File: config.mk
export PLATFORM = sky130hd
export DESIGN_NAME = riscv_instr_aligner_flat
export DESIGN_NICKNAME = d
export VERILOG_FILES = /design/src/rtl/riscv_instr_aligner_if.sv /design/src/rtl/riscv_instr_aligner.sv /design/src/flat_wrapper.sv
export SDC_FILE = /design/constraint.sdc
export NUM_CORES = 1
export LEC_CHECK = 0
export ABC_AREA = 1
export CORE_MARGIN = 2
export CORE_UTILIZATION = 54
export CTS_CLUSTER_SIZE = 24
export DETAILED_ROUTE_END_ITERATION = 6
export PLACE_DENSITY = 0.82
export SLEW_MARGIN = 30
export SYNTH_ARGS = -nofsm -noshare
export SYNTH_HDL_FRONTEND = slang
export SYNTH_SLANG_ARGS = --single-unit
File: constraint.sdc
create_clock -name clk -period 2.7 [get_ports clk]
set_input_delay 0.675 -clock clk [delete_from_list [all_inputs] [get_ports clk]]
set_output_delay 0.675 -clock clk [all_outputs]
set_load 0.005 [all_outputs]
File: src/rtl/riscv_instr_aligner_if.sv
// -----------------------------------------------------------------------------
// riscv_instr_aligner_if
// Handshake bundle between the fetch unit, the branch/trap redirect source,
// the instruction aligner and the decoder.
//
// Signal names are given from the aligner's point of view (i_ = into the
// aligner, o_ = out of the aligner).
//   i_fetch_valid / o_fetch_ready / i_fetch_data : fetch word handshake
//   i_redirect / i_redirect_pc                   : flush and restart request
//   o_instr_valid / i_instr_ready                : instruction handshake
//   o_instr / o_pc / o_compressed / o_misaligned : instruction payload
//
// Modports:
//   master : fetch unit + decoder + redirect source side
//   slave  : the aligner
// -----------------------------------------------------------------------------
interface riscv_instr_aligner_if #(
   parameter int DataWidth = 32
);
   logic                 i_fetch_valid;
   logic                 o_fetch_ready;
   logic [31:0]          i_fetch_data;
   logic                 i_redirect;
   logic [DataWidth-1:0] i_redirect_pc;
   logic                 o_instr_valid;
   logic                 i_instr_ready;
   logic [31:0]          o_instr;
   logic [DataWidth-1:0] o_pc;
   logic                 o_compressed;
   logic                 o_misaligned;

   modport master (
      output i_fetch_valid,
      output i_fetch_data,
      output i_redirect,
      output i_redirect_pc,
      output i_instr_ready,
      input  o_fetch_ready,
      input  o_instr_valid,
      input  o_instr,
      input  o_pc,
      input  o_compressed,
      input  o_misaligned
   );

   modport slave (
      input  i_fetch_valid,
      input  i_fetch_data,
      input  i_redirect,
      input  i_redirect_pc,
      input  i_instr_ready,
      output o_fetch_ready,
      output o_instr_valid,
      output o_instr,
      output o_pc,
      output o_compressed,
      output o_misaligned
   );
endinterface

File: src/rtl/riscv_instr_aligner.sv
// -----------------------------------------------------------------------------
// riscv_instr_aligner
// Sits between instruction fetch and the decoder. Sequential 32-bit fetch words
// are split into halfwords and held in a 4-entry buffer (hb[0] is the head).
// One instruction is extracted per decoder handshake: 16-bit compressed or
// 32-bit, including 32-bit instructions straddling two fetch words.
//
// Ports:
//   clk  : clock
//   rst  : synchronous reset, active-high (wins over redirect)
//   bus  : riscv_instr_aligner_if.slave (fetch, redirect, instruction handshakes)
//
// Parameters:
//   DataWidth : PC width
//   ResetPc   : PC of the first instruction after reset
//
// Build option:
//   RVC_EN defined   : compressed instructions supported, o_misaligned tied 0.
//   RVC_EN undefined : every instruction is 32-bit; a redirect to a
//                      halfword-aligned PC raises a sticky misaligned error that
//                      holds o_instr_valid=1, o_instr=0 and blocks fetch until
//                      the next redirect or reset.
// -----------------------------------------------------------------------------
module riscv_instr_aligner #(
   parameter int                   DataWidth = 32,
   parameter logic [DataWidth-1:0] ResetPc   = '0
) (
   input logic                    clk,
   input logic                    rst,
   riscv_instr_aligner_if.slave   bus
);

   logic [15:0]          r_hb [4];
   logic [2:0]           r_cnt;
   logic [DataWidth-1:0] r_pc;
   logic                 r_drop;
   logic                 r_err;

   logic                 w_comp;
   logic                 w_mis_redirect;
   logic                 w_fetch_ready;
   logic                 w_instr_valid;
   logic                 w_accept;
   logic                 w_fire;
   logic [1:0]           w_consumed;
   logic [2:0]           w_appended;
   logic [2:0]           w_cnt_mid;
   logic [2:0]           w_cnt_nxt;
   logic [1:0]           w_wr0;
   logic [1:0]           w_wr1;
   logic [15:0]          w_hb_nxt [4];
   logic [DataWidth-1:0] w_pc_inc;
   logic                 w_unused;

   // Redirect PC bit 0 is architecturally always zero and is ignored.
   assign w_unused = bus.i_redirect_pc[0];

`ifdef RVC_EN
   assign w_comp         = (r_hb[0][1:0] != 2'b11);
   assign w_mis_redirect = 1'b0;
`else
   // Without the C extension everything is 32-bit, even heads whose low bits
   // would mark them compressed; the decoder rejects those as illegal.
   assign w_comp         = 1'b0;
   assign w_mis_redirect = bus.i_redirect_pc[1];
`endif

   assign w_fetch_ready = (r_cnt <= 3'd2) && !r_err;
   assign w_instr_valid = r_err || (r_cnt >= 3'd2) || ((r_cnt >= 3'd1) && w_comp);

   // The sticky error is presented to the decoder but never consumed.
   assign w_accept = bus.i_fetch_valid && w_fetch_ready;
   assign w_fire   = w_instr_valid && bus.i_instr_ready && !r_err;

   assign w_consumed = !w_fire ? 2'd0 : (w_comp ? 2'd1 : 2'd2);
   assign w_appended = !w_accept ? 3'd0 : (r_drop ? 3'd1 : 3'd2);

   // Consumption happens before append; accept only when cnt<=2 keeps the
   // sum within the 4 entries.
   assign w_cnt_mid = r_cnt - {1'b0, w_consumed};
   assign w_cnt_nxt = w_cnt_mid + w_appended;
   assign w_wr0     = w_cnt_mid[1:0];
   assign w_wr1     = w_wr0 + 2'd1;

   assign w_pc_inc = {{(DataWidth-3){1'b0}}, w_consumed, 1'b0};

   always_comb begin
      w_hb_nxt = r_hb;
      case (w_consumed)
         2'd1: begin
            w_hb_nxt[0] = r_hb[1];
            w_hb_nxt[1] = r_hb[2];
            w_hb_nxt[2] = r_hb[3];
            w_hb_nxt[3] = 16'h0000;
         end
         2'd2: begin
            w_hb_nxt[0] = r_hb[2];
            w_hb_nxt[1] = r_hb[3];
            w_hb_nxt[2] = 16'h0000;
            w_hb_nxt[3] = 16'h0000;
         end
         default: ;
      endcase
      if (w_accept) begin
         if (r_drop) begin
            // Restart landed on the upper halfword of this word.
            w_hb_nxt[w_wr0] = bus.i_fetch_data[31:16];
         end else begin
            w_hb_nxt[w_wr0] = bus.i_fetch_data[15:0];
            w_hb_nxt[w_wr1] = bus.i_fetch_data[31:16];
         end
      end
   end

   always_ff @(posedge clk) begin
      if (rst) begin
         r_hb   <= '{default: 16'h0000};
         r_cnt  <= 3'd0;
         r_pc   <= ResetPc;
         r_drop <= 1'b0;
         r_err  <= 1'b0;
      end else if (bus.i_redirect) begin
         r_hb   <= '{default: 16'h0000};
         r_cnt  <= 3'd0;
         r_pc   <= {bus.i_redirect_pc[DataWidth-1:1], 1'b0};
         r_drop <= bus.i_redirect_pc[1];
         r_err  <= w_mis_redirect;
      end else begin
         r_hb  <= w_hb_nxt;
         r_cnt <= w_cnt_nxt;
         r_pc  <= r_pc + w_pc_inc;
         if (w_accept) begin
            r_drop <= 1'b0;
         end
      end
   end

   assign bus.o_fetch_ready = w_fetch_ready;
   assign bus.o_instr_valid = w_instr_valid;
   assign bus.o_pc          = r_pc;
   // Qualified by occupancy so an empty (zeroed) buffer is not reported as RVC.
   assign bus.o_compressed  = w_comp && (r_cnt != 3'd0);
   assign bus.o_misaligned  = r_err;
   assign bus.o_instr       = r_err  ? 32'h0000_0000 :
                              w_comp ? {16'h0000, r_hb[0]} :
                                       {r_hb[1], r_hb[0]};

endmodule

File: src/flat_wrapper.sv
// flat-port wrapper written by rule: the top's interface ports become plain ports
module riscv_instr_aligner_flat 
#(
   parameter int                   DataWidth = 32,
   parameter logic [DataWidth-1:0] ResetPc   = '0
)
  (clk, rst, bus_i_fetch_valid, bus_i_fetch_data, bus_i_redirect, bus_i_redirect_pc, bus_i_instr_ready, bus_o_fetch_ready, bus_o_instr_valid, bus_o_instr, bus_o_pc, bus_o_compressed, bus_o_misaligned);
  riscv_instr_aligner_if #(.DataWidth(DataWidth)) bus_i ();
  input logic clk;
  input logic rst;
  input wire logic [$bits(bus_i.i_fetch_valid)-1:0] bus_i_fetch_valid;
  input wire logic [$bits(bus_i.i_fetch_data)-1:0] bus_i_fetch_data;
  input wire logic [$bits(bus_i.i_redirect)-1:0] bus_i_redirect;
  input wire logic [$bits(bus_i.i_redirect_pc)-1:0] bus_i_redirect_pc;
  input wire logic [$bits(bus_i.i_instr_ready)-1:0] bus_i_instr_ready;
  output wire logic [$bits(bus_i.o_fetch_ready)-1:0] bus_o_fetch_ready;
  output wire logic [$bits(bus_i.o_instr_valid)-1:0] bus_o_instr_valid;
  output wire logic [$bits(bus_i.o_instr)-1:0] bus_o_instr;
  output wire logic [$bits(bus_i.o_pc)-1:0] bus_o_pc;
  output wire logic [$bits(bus_i.o_compressed)-1:0] bus_o_compressed;
  output wire logic [$bits(bus_i.o_misaligned)-1:0] bus_o_misaligned;
  assign bus_i.i_fetch_valid = bus_i_fetch_valid;
  assign bus_i.i_fetch_data = bus_i_fetch_data;
  assign bus_i.i_redirect = bus_i_redirect;
  assign bus_i.i_redirect_pc = bus_i_redirect_pc;
  assign bus_i.i_instr_ready = bus_i_instr_ready;
  assign bus_o_fetch_ready = bus_i.o_fetch_ready;
  assign bus_o_instr_valid = bus_i.o_instr_valid;
  assign bus_o_instr = bus_i.o_instr;
  assign bus_o_pc = bus_i.o_pc;
  assign bus_o_compressed = bus_i.o_compressed;
  assign bus_o_misaligned = bus_i.o_misaligned;
  riscv_instr_aligner #(.DataWidth(DataWidth), .ResetPc(ResetPc)) u_core (.clk(clk), .rst(rst), .bus(bus_i));
endmodule
# [Word level (Yosys, flattened, before mapping)]
# Cells that the tools add are included.
[word_totals] ff_bits=101 in_bits=69 elab_cells=50
[op_classes] add_sub_neg=4 magnitude_cmp=6 n_eq_ne=2 n_mux=17 bitwise=2 n_reduce_logical=10
[ops] operator="bitwise mux 64 bit" n=3
[ops] operator="2-to-1 mux 64 bit" n=2
[ops] operator="one-hot mux 64 bit (2 select lines)" n=1
[ops] operator="demux 16 bit (select 2 bit)" n=2
[ops] operator="2-to-1 mux 32 bit" n=2
[ops] operator="adder 32 x 3 -> 32 bit" n=1
[ops] operator="2-to-1 mux 16 bit" n=2
[ops] operator="greater-or-equal comparator 3 bit, second input constant" n=2
[ops] operator="logical AND 1 bit" n=6
[ops] operator="< comparator 3 x 1 -> 1 bit, second input constant" n=2
[ops] operator="inverter 2 -> 3 bit" n=2
[ops] operator="2-to-1 mux 2 bit" n=2
[ops] operator="adder 3 bit" n=1
[ops] operator="greater-or-equal comparator 3 x 2 -> 1 bit, second input constant" n=1
[ops] operator="less-or-equal comparator 3 x 2 -> 1 bit, second input constant" n=1
[ops] operator="2-to-1 mux 3 bit" n=1
[ops] operator="subtractor 3 x 2 -> 3 bit" n=1
[ops] operator="adder 2 x 1 -> 2 bit, second input constant" n=1
[ops] operator="equality test 2 x 1 -> 1 bit, second input constant" n=1
[ops] operator="equality test 2 bit, second input constant" n=1
[ops] operator="2-to-1 mux 1 bit" n=2
[ops] operator="nonzero test 2 bit" n=1
[ops] operator="OR reduction 2 bit" n=1
[ops] operator="zero test 1 bit" n=1
[ops] operator="logical OR 1 bit" n=1

# [Logic depth before layout (Yosys ltp)]
# Gate-level depths: netlist of the first run.
[logic_depth] ltp_word=15 depth_mapped=18 ltp_nobuf=14

# [Least setup slack after synthesis of the first run]
# OpenSTA, ideal clock, no wires.
[synth_timing] kind="in2reg" startpoint="in bus_i_instr_ready" endpoint="reg u_core.r_hb[29] (netlist bit)" setup_ns=0.133 t_arrival_ns=2.374 t_required_ns=2.567 slack_ns=0.192 cell_stages=13 path_cell_list="nand3_2 inv_2 buf_2 ha_1 buf_4 inv_2 nand2_1 buf_4 buf_4 nand3_1 a21oi_1 o21ai_0 a21oi_2"
[synth_via] elab_chain_len=13 elab_cells_between_ends=25 cone_classes="add/sub: 2; order compare: 4; eq/ne: 2; mux: 11; bitwise: 2; reduce/logical: 4"
[synth_rtl] element="start, declared" line="flat_wrapper.sv:15" text="input wire logic [$bits(bus_i.i_instr_ready)-1:0] bus_i_instr_ready;"
[synth_rtl] element="logical AND 1 bit * (2 in series)" line="riscv_instr_aligner.sv:73" text="assign w_fire = w_instr_valid && bus.i_instr_ready && !r_err;"
[synth_rtl] element="2-to-1 mux 2 bit *" line="riscv_instr_aligner.sv:75" text="assign w_consumed = !w_fire ? 2'd0 : (w_comp ? 2'd1 : 2'd2);"
[synth_rtl] element="subtractor 3 x 2 -> 3 bit" line="riscv_instr_aligner.sv:80" text="assign w_cnt_mid = r_cnt - {1'b0, w_consumed};"
[synth_rtl] element="adder 2 x 1 -> 2 bit / inverter 2 -> 3 bit (equally long branches)" line="riscv_instr_aligner.sv:83, riscv_instr_aligner.sv:107, riscv_instr_aligner.sv:109"
[synth_rtl] element="inverter 2 -> 3 bit (not written as such) (tied with other cells)" line="riscv_instr_aligner.sv:110" text="w_hb_nxt[w_wr1] = bus.i_fetch_data[31:16];"
[synth_rtl] element="greater-or-equal comparator 3 bit (not written as such) (tied with other cells)" line="riscv_instr_aligner.sv:110"
[synth_rtl] element="logical AND 1 bit (not written as such) / 2-to-1 mux 16 bit (equally long branches)" line="riscv_instr_aligner.sv:110, riscv_instr_aligner.sv:107, riscv_instr_aligner.sv:109"
[synth_rtl] element="2-to-1 mux 16 bit (not written as such) / demux 16 bit (select 2 bit) (equally long branches)" line="riscv_instr_aligner.sv:110, riscv_instr_aligner.sv:107, riscv_instr_aligner.sv:109"
[synth_rtl] element="demux 16 bit (select 2 bit) / bitwise mux 64 bit (equally long branches)" line="riscv_instr_aligner.sv:110, riscv_instr_aligner.sv:109"
[synth_rtl] element="bitwise mux 64 bit" line="riscv_instr_aligner.sv:110"
[synth_rtl] element="2-to-1 mux 64 bit" line="riscv_instr_aligner.sv:105" text="if (r_drop) begin"
[synth_rtl] element="2-to-1 mux 64 bit *" line="riscv_instr_aligner.sv:104" text="if (w_accept) begin"
[synth_rtl] element="end signal, assigned" line="riscv_instr_aligner.sv:129" text="r_hb <= w_hb_nxt;"
[synth_rtl] element="end, declared" line="riscv_instr_aligner.sv:33" text="logic [15:0] r_hb [4];"
# Mark *: on every way between the ends. The rest lies on a longest branch, timed or not.
# A chain may end at the register's enable or synchronous reset.

# [Final worst setup path of the first run]
[layout_timing] startpoint="reg u_core.r_err (netlist: u_core.bus.o_misaligned)" endpoint="out bus_o_instr[23]"
[layout_via] elab_chain_len=1
[layout_rtl] element="start, declared" line="riscv_instr_aligner.sv:37" text="logic r_err;"
[layout_rtl] element="start signal, assigned" line="riscv_instr_aligner.sv:127" text="r_err <= w_mis_redirect;"
[layout_rtl] element="2-to-1 mux 32 bit" line="riscv_instr_aligner.sv:144" text="assign bus.o_instr = r_err ? 32'h0000_0000 :"
[layout_rtl] element="end, declared" line="flat_wrapper.sv:18" text="output wire logic [$bits(bus_i.o_instr)-1:0] bus_o_instr;"
# Every way passes these cells.

==> flow_summary.yaml, run 1 <==
clocking:
  cts_hold_buf: 0
  ctsResizeCount: 0
  numCtsBuffers: 9
  post_cts_buffers: 0
  ctsRootBufferMaster: "clkbuf_16"
  clock_latency_ns: 0.36
  clk_pin_slew_ns: 0.07
  cts_max_path_buffers: 2
  cts-htree-levels: 3
  cts_tree: "built"
  numClockSinks: 99
placed_design:
  port_buffers: 133
  dp_hpwl_mm: 16.4
  placed_cells_incl_taps: 1584
  dpl_worst_slack_ns: -0.0608
  gp_congestion: 0.955
setup_path:
  crit_buf_inv: 2
  crit_family: "buffers and inverters"
  end_kind: "output port"
  rr_startpoint: "u_core.bus.o_misaligned"
  r2r_end: "u_core.r_hb[40]"
  required_ns: 2.03
  reg2reg_setup_slack_ns: 0.53
  worstPathMaxFanout: 33
  crit_chain: "buf_4, nor2_1, clkdlybuf4s50_1"
  critical_path_class: "reg2out"
  cp_slowest_cell: "dfxtp_1"
  reg2regPathDepth: 12
  critical_path.max_stage_delay_ns: 0.47
  crit_path_start_kind: "flop"
  critPathArrivalTime_ns: 1.81
run:
  drv_cap: 0
pwr:
  power_w: 0.00422
  p_int_w: 0.00288
  p_comb_share_pct: 27.8
  ir_drop_mv: 0.429
  leakagePower_nw: 4.38
  p_seq_share_pct: 37.4
  pwr-share-clk_pct: 34.8
  p_sw_w: 0.00135
  power_density_nw_per_um2: 440
  swShare_pct: 31.9
route:
  drt_pass1_iterations: 6
  routed_wl_mm: 23.9
  drc: 0
  detail_route.vias_per_cell: 5.55
  drt_iter0_drc: 1022
  post_drt_wl_per_cell_um: 15.0
  vias: 8876
  ant_nets: 0
finish:
  antenna_cells: 0
  fin_cells: 1600
  drive_gt1_share_pct: 11.5
  syn2layout_area_growth_pct: 27.9
  nNetsFinal: 1489
logic_synthesis:
  syn_inst: 1278
  synthFlopType: "dfxtp_1"
  synth.distinct_cells: 38
  synth_common_cells: "417 x nand2_1, 148 x inv_1, 124 x nor2_1"
  synthArstFlopShare_pct: 0
  yosys_warnings: 0
  synth_top_area_share_pct: 26.4
  synth_edf_count: 0
  yosysTopAreaCell: "dfxtp_1"
  syn_area_um2: 7500
  synth_most_common_cell: "nand2_1"
  postSynthAreaPerCell_um2: 5.87
  synthTopCellsByArea: "dfxtp_1 26%, nand2_1 21%, nand3_1 7.4%"
  ys_ff_latch: 99
  seq_area_frac_synth_pct: 26.4
timing:
  finalHoldViolations: 0
  slew_violations: 0
  finClkSkew_ns: 0.00468
  slew_headroom_pct: 63.0
  fin_ws_ns: 0.219
  timing.fmax_mhz: 403
  setup_viol: 0
  period_share_pct: 91.9
  grt_setup_unrepaired: "no"
  fin_crit_ns: 2.48
  worstMarginPinSlew_ns: 0.552
worst_hold_path:
  hold_path_class: "reg2reg"
  min_to: "u_core.r_hb[11]"
  hp-start: "u_core.r_hb[11]"
  holdPathStages: 2
floorplan:
  die_w_um: 122
  die_y_um: 122
  core-area_um2: 13700
  io_pins: 137
  die_area_um2: 14900
  rows: 43
  start_util_pct: 54.7
global_route:
  antenna_found_initial: 0
  grt_pass1_vias: 8315
  grt_util_all_layers_pct: 32.8
  grt_max_degree: 78
  grt_pass1_wl_mm: 39.1
  grt_remaining_overflow: 0
outcome:
  status: "complete, no violations"
==> layer usage <==
layer | up-vias | part of all wire [%] | GRT usage, %
li1 | 4352 | - | -
met1 | 4005 | 42 | 42.7
met2 | 453 | 46 | 52.5
met3 | 66 | 9.0 | 6.51
met4 | 0 | 2.8 | 14.8
met5 | - | 0 | 0
==> worst max path at each step <==
stage | start | to | slack [ns] | cells past startpoint
4_1_cts | u_core.bus.o_misaligned | bus_o_instr[13] | 0.19 | 3
6_report | u_core.bus.o_misaligned | bus_o_instr[23] | 0.22 | 3
3_3_place_gp | bus_i_instr_ready | u_core.r_hb[37] | -0.05 | 12
2_1_floorplan | bus_i_instr_ready | u_core.r_hb[29] | 0.19 | 13
5_1_grt | bus_i_instr_ready | u_core.r_hb[37] | 0.11 | 12
3_5_place_dp | bus_i_instr_ready | u_core.r_hb[37] | -0.06 | 12
==> sequential cells by signal (all words and copies together), names as in the netlist <==
register,count
u_core.r_drop,1
u_core.bus.o_pc,30
u_core.r_cnt,3
u_core.bus.o_misaligned,1
u_core.r_hb,64
==> metrics by stage <==
stage	hold WS [ns]	TNS [ns]	utilization (%)	cell area (um^2)
3_5_place_dp	0.519	-0.343	67.5	9270
2_1_floorplan	0.493	0	-	7510
5_1_grt	0.556	0	69.9	9600
4_1_cts	0.529	0	69.9	9600
6_report	0.530	0	69.9	9600
3_3_place_gp	0.510	-0.234	67.5	9270
==> layout make-up <==
cell class	count	area, um^2
Clock inverter	4	72.6
Inverter	159	597
Tap cell	180	225
Timing Repair Buffer	199	1950
Multi-Input combinational cell	947	4510
Fill cell	1231	4120
Sequential cell	99	1980
Clock buffer	12	256
==> cell families (layout without fill, tap and decap cells) <==
logic type	Yosys count	after routing	share of synthesized area, %
and+or+nand+nor	707	707	39.0
xor gates and xnor gates	9	9	1.05
DFF	99	99	26.4
buffers and inverters	233	374	13.5
other	1	2	0.0500
adders and majority gates	5	5	0.934
AOI/OAI and AO/OA	224	224	19.1
==> worst register-to-register path, cell delays in order, from the launching register on <==
cell	delay, ns
dfxtp_1	0.47
inv_2	0.07
nand3_2	0.09
inv_2	0.06
ha_1	0.33
buf_4	0.18
nand2_1	0.14
inv_2	0.13
buf_12	0.16
nand2_1	0.08
a21oi_1	0.18
a31oi_1	0.06
a21oi_1	0.14
==> cell usage in the layout, fill, tap and decap left out, types with 9 or more instances in the layout <==
cell,count
nand3_1,111
a21oi_2,61
nor3_1,34
buf_12,10
inv_2,10
o211ai_1,16
clkbuf_16,9
nor2_1,124
a21oi_1,59
o21ai_0,65
buf_4,56
clkdlybuf4s50_1,133
dfxtp_1,99
inv_1,147
nand2_1,417
==> power by group through the flow <==
stage	Combinational [W]	Clock (W)	Sequential, W
global placement	0.00113	0	0.00161
CTS	0.00116	0.00147	0.00158
global route	0.00130	0.00151	0.00158
detailed placement	0.00115	0	0.00161
finish	0.00117	0.00147	0.00158
floorplan	0.000683	0	0.00160
Power figures use the tool's default switching activity.
==> run 2: changes to the inputs <==
Settings changed: CORE_MARGIN 2 to 5, CTS_BUF_LIST set to sky130_fd_sc_hd__clkbuf_16, SKIP_LAST_GASP set to 1.
==> flow_summary.yaml, run 2 (same netlist as run 1, synthesis figures left out) <==
outcome:
  status: "complete, no violations"
floorplan:
  core-area_um2: 13800
  start_util_pct: 54.5
  die_area_um2: 16400
  die_y_um: 128
  rows: 43
  die_w_um: 128
  io_pins: 137
setup_path:
  critPathArrivalTime_ns: 1.86
  worstPathMaxFanout: 32
  crit_chain: "buf_4, nor2_1, clkdlybuf4s50_1"
  critical_path_class: "reg2out"
  crit_buf_inv: 2
  crit_path_start_kind: "flop"
  end_kind: "output port"
  cp_slowest_cell: "dfxtp_1"
  required_ns: 2.03
  critical_path.max_stage_delay_ns: 0.49
  crit_family: "buffers and inverters"
finish:
  largest_reg_flops: 64
  final_cell_mix: "417 x nand2_1, 147 x inv_1, 133 x clkdlybuf4s50_1"
  top_register: "u_core.r_hb"
  final_area_um2: 9510
  n_fill_cell: 1254
  antenna_cells: 0
  finish.utilization_pct: 69.0
  syn2layout_area_growth_pct: 26.8
  drive_gt1_share_pct: 10.9
  multi_input_area_um2: 4510
  layout_commonest_cell: "nand2_1"
  regArea_um2: 1980
  nNetsFinal: 1482
  fin_cells: 1593
run:
  drv_cap: 0
timing:
  setup_viol: 0
  grt_setup_unrepaired: "no"
  period_share_pct: 94.0
  fin_ws_ns: 0.163
  worstMarginPinSlew_ns: 0.571
  finalHoldViolations: 0
  slew_headroom_pct: 61.7
  fin_crit_ns: 2.54
  timing.fmax_mhz: 394
  slew_violations: 0
  finClkSkew_ns: 0.00799
pwr:
  ir_drop_mv: 0.278
  power_density_nw_per_um2: 423
  leakagePower_nw: 4.33
placed_design:
  port_buffers: 133
  dpl_worst_slack_ns: -0.128
  gp_congestion: 0.925
  placed_cells_incl_taps: 1577
  dp_hpwl_mm: 16.8
  postPlaceCellArea_um2: 9230
global_route:
  grt_util_all_layers_pct: 28.8
  grt_remaining_overflow: 0
  grt_max_degree: 80
  grt_pass1_vias: 8121
  grt_pass1_wl_mm: 38.5
  antenna_found_initial: 0
clocking:
  clk_pin_slew_ns: 0.06
  cts_hold_buf: 0
  numCtsBuffers: 9
  ctsResizeCount: 0
  cts-htree-levels: 3
  clock_latency_ns: 0.36
  ctsRootBufferMaster: "clkbuf_16"
  numClockSinks: 99
  cts_max_path_buffers: 2
  cts_tree: "built"
  post_cts_buffers: 0
route:
  ant_nets: 0
  post_drt_wl_per_cell_um: 15.1
  drt_pass1_iterations: 5
  vias: 8727
  routed_wl_mm: 24.1
  drt_iter0_drc: 944
  detail_route.vias_per_cell: 5.48
  drc: 0
worst_hold_path:
  hold_path_class: "reg2reg"
==> run 2: cell types whose count changed in the layout (fill, tap and decap cells not counted) <==
cell / delta
buf_4: -8
bufinv_16: -1
buf_12: +1
clkbuf_1: -1
clkinv_1: +3
clkbuf_8: -2
clkinv_2: +1
==> run 2: per-layer routing <==
layer / track usage (%) / share of wire [%]
met1: 36.5 / 41
met2: 48.0 / 47
met3: 3.42 / 8.1
met4: 15.2 / 3.9
met5: 0 / 0
==> run 2: final cells by class <==
cell class | instances | area share (%)
multi-input combinational | 947 | 47.4
sequential | 99 | 20.8
timing repair buffer | 192 | 20.1
inverter | 159 | 6.28
clock buffer | 9 | 2.37
tap | 180 | 2.37
clock inverter | 7 | 0.618
==> run 2: report_power, final <==
part,internal [W],switching [W]
logic,0.000473,0.000682
clock network,0.000706,0.000582
registers,0.00153,0.0000527
==> run 2: path summary, 6_finish.rpt <==
check	from	endpoint	slack (ns)	cells after the start
max	u_core.bus.o_misaligned	bus_o_instr[7]	0.16	3
min	u_core.bus.o_pc[18]	u_core.bus.o_pc[18]	0.52	2
max reg2reg	u_core.bus.o_misaligned	u_core.r_hb[28]	0.49	13
min reg2reg	u_core.bus.o_pc[18]	u_core.bus.o_pc[18]	0.52	2
==> run 2: worst min-delay path, stage by stage, from the launching register on <==
cell and delay (ns):
dfxtp_1 0.33, o21ai_0 0.07, a31oi_1 0.07
==> run 2: per-stage QoR <==
| step | setup TNS [ns] | hold slack [ns] | total power [W] |
|---|---|---|---|
| floorplan | 0 | 0.493 | 0.00228 |
| global placement | -0.805 | 0.512 | 0.00273 |
| detailed placement | -2.56 | 0.514 | 0.00275 |
| CTS | 0 | 0.523 | 0.00403 |
| global route | 0 | 0.543 | 0.00422 |
| finish | 0 | 0.520 | 0.00402 |
==> run 3: changes to the inputs <==
Settings changed: TNS_END_PERCENT set to 100.
==> results of run 3 <==
The final DEF is identical to that of run 2; final timing and power are the same.
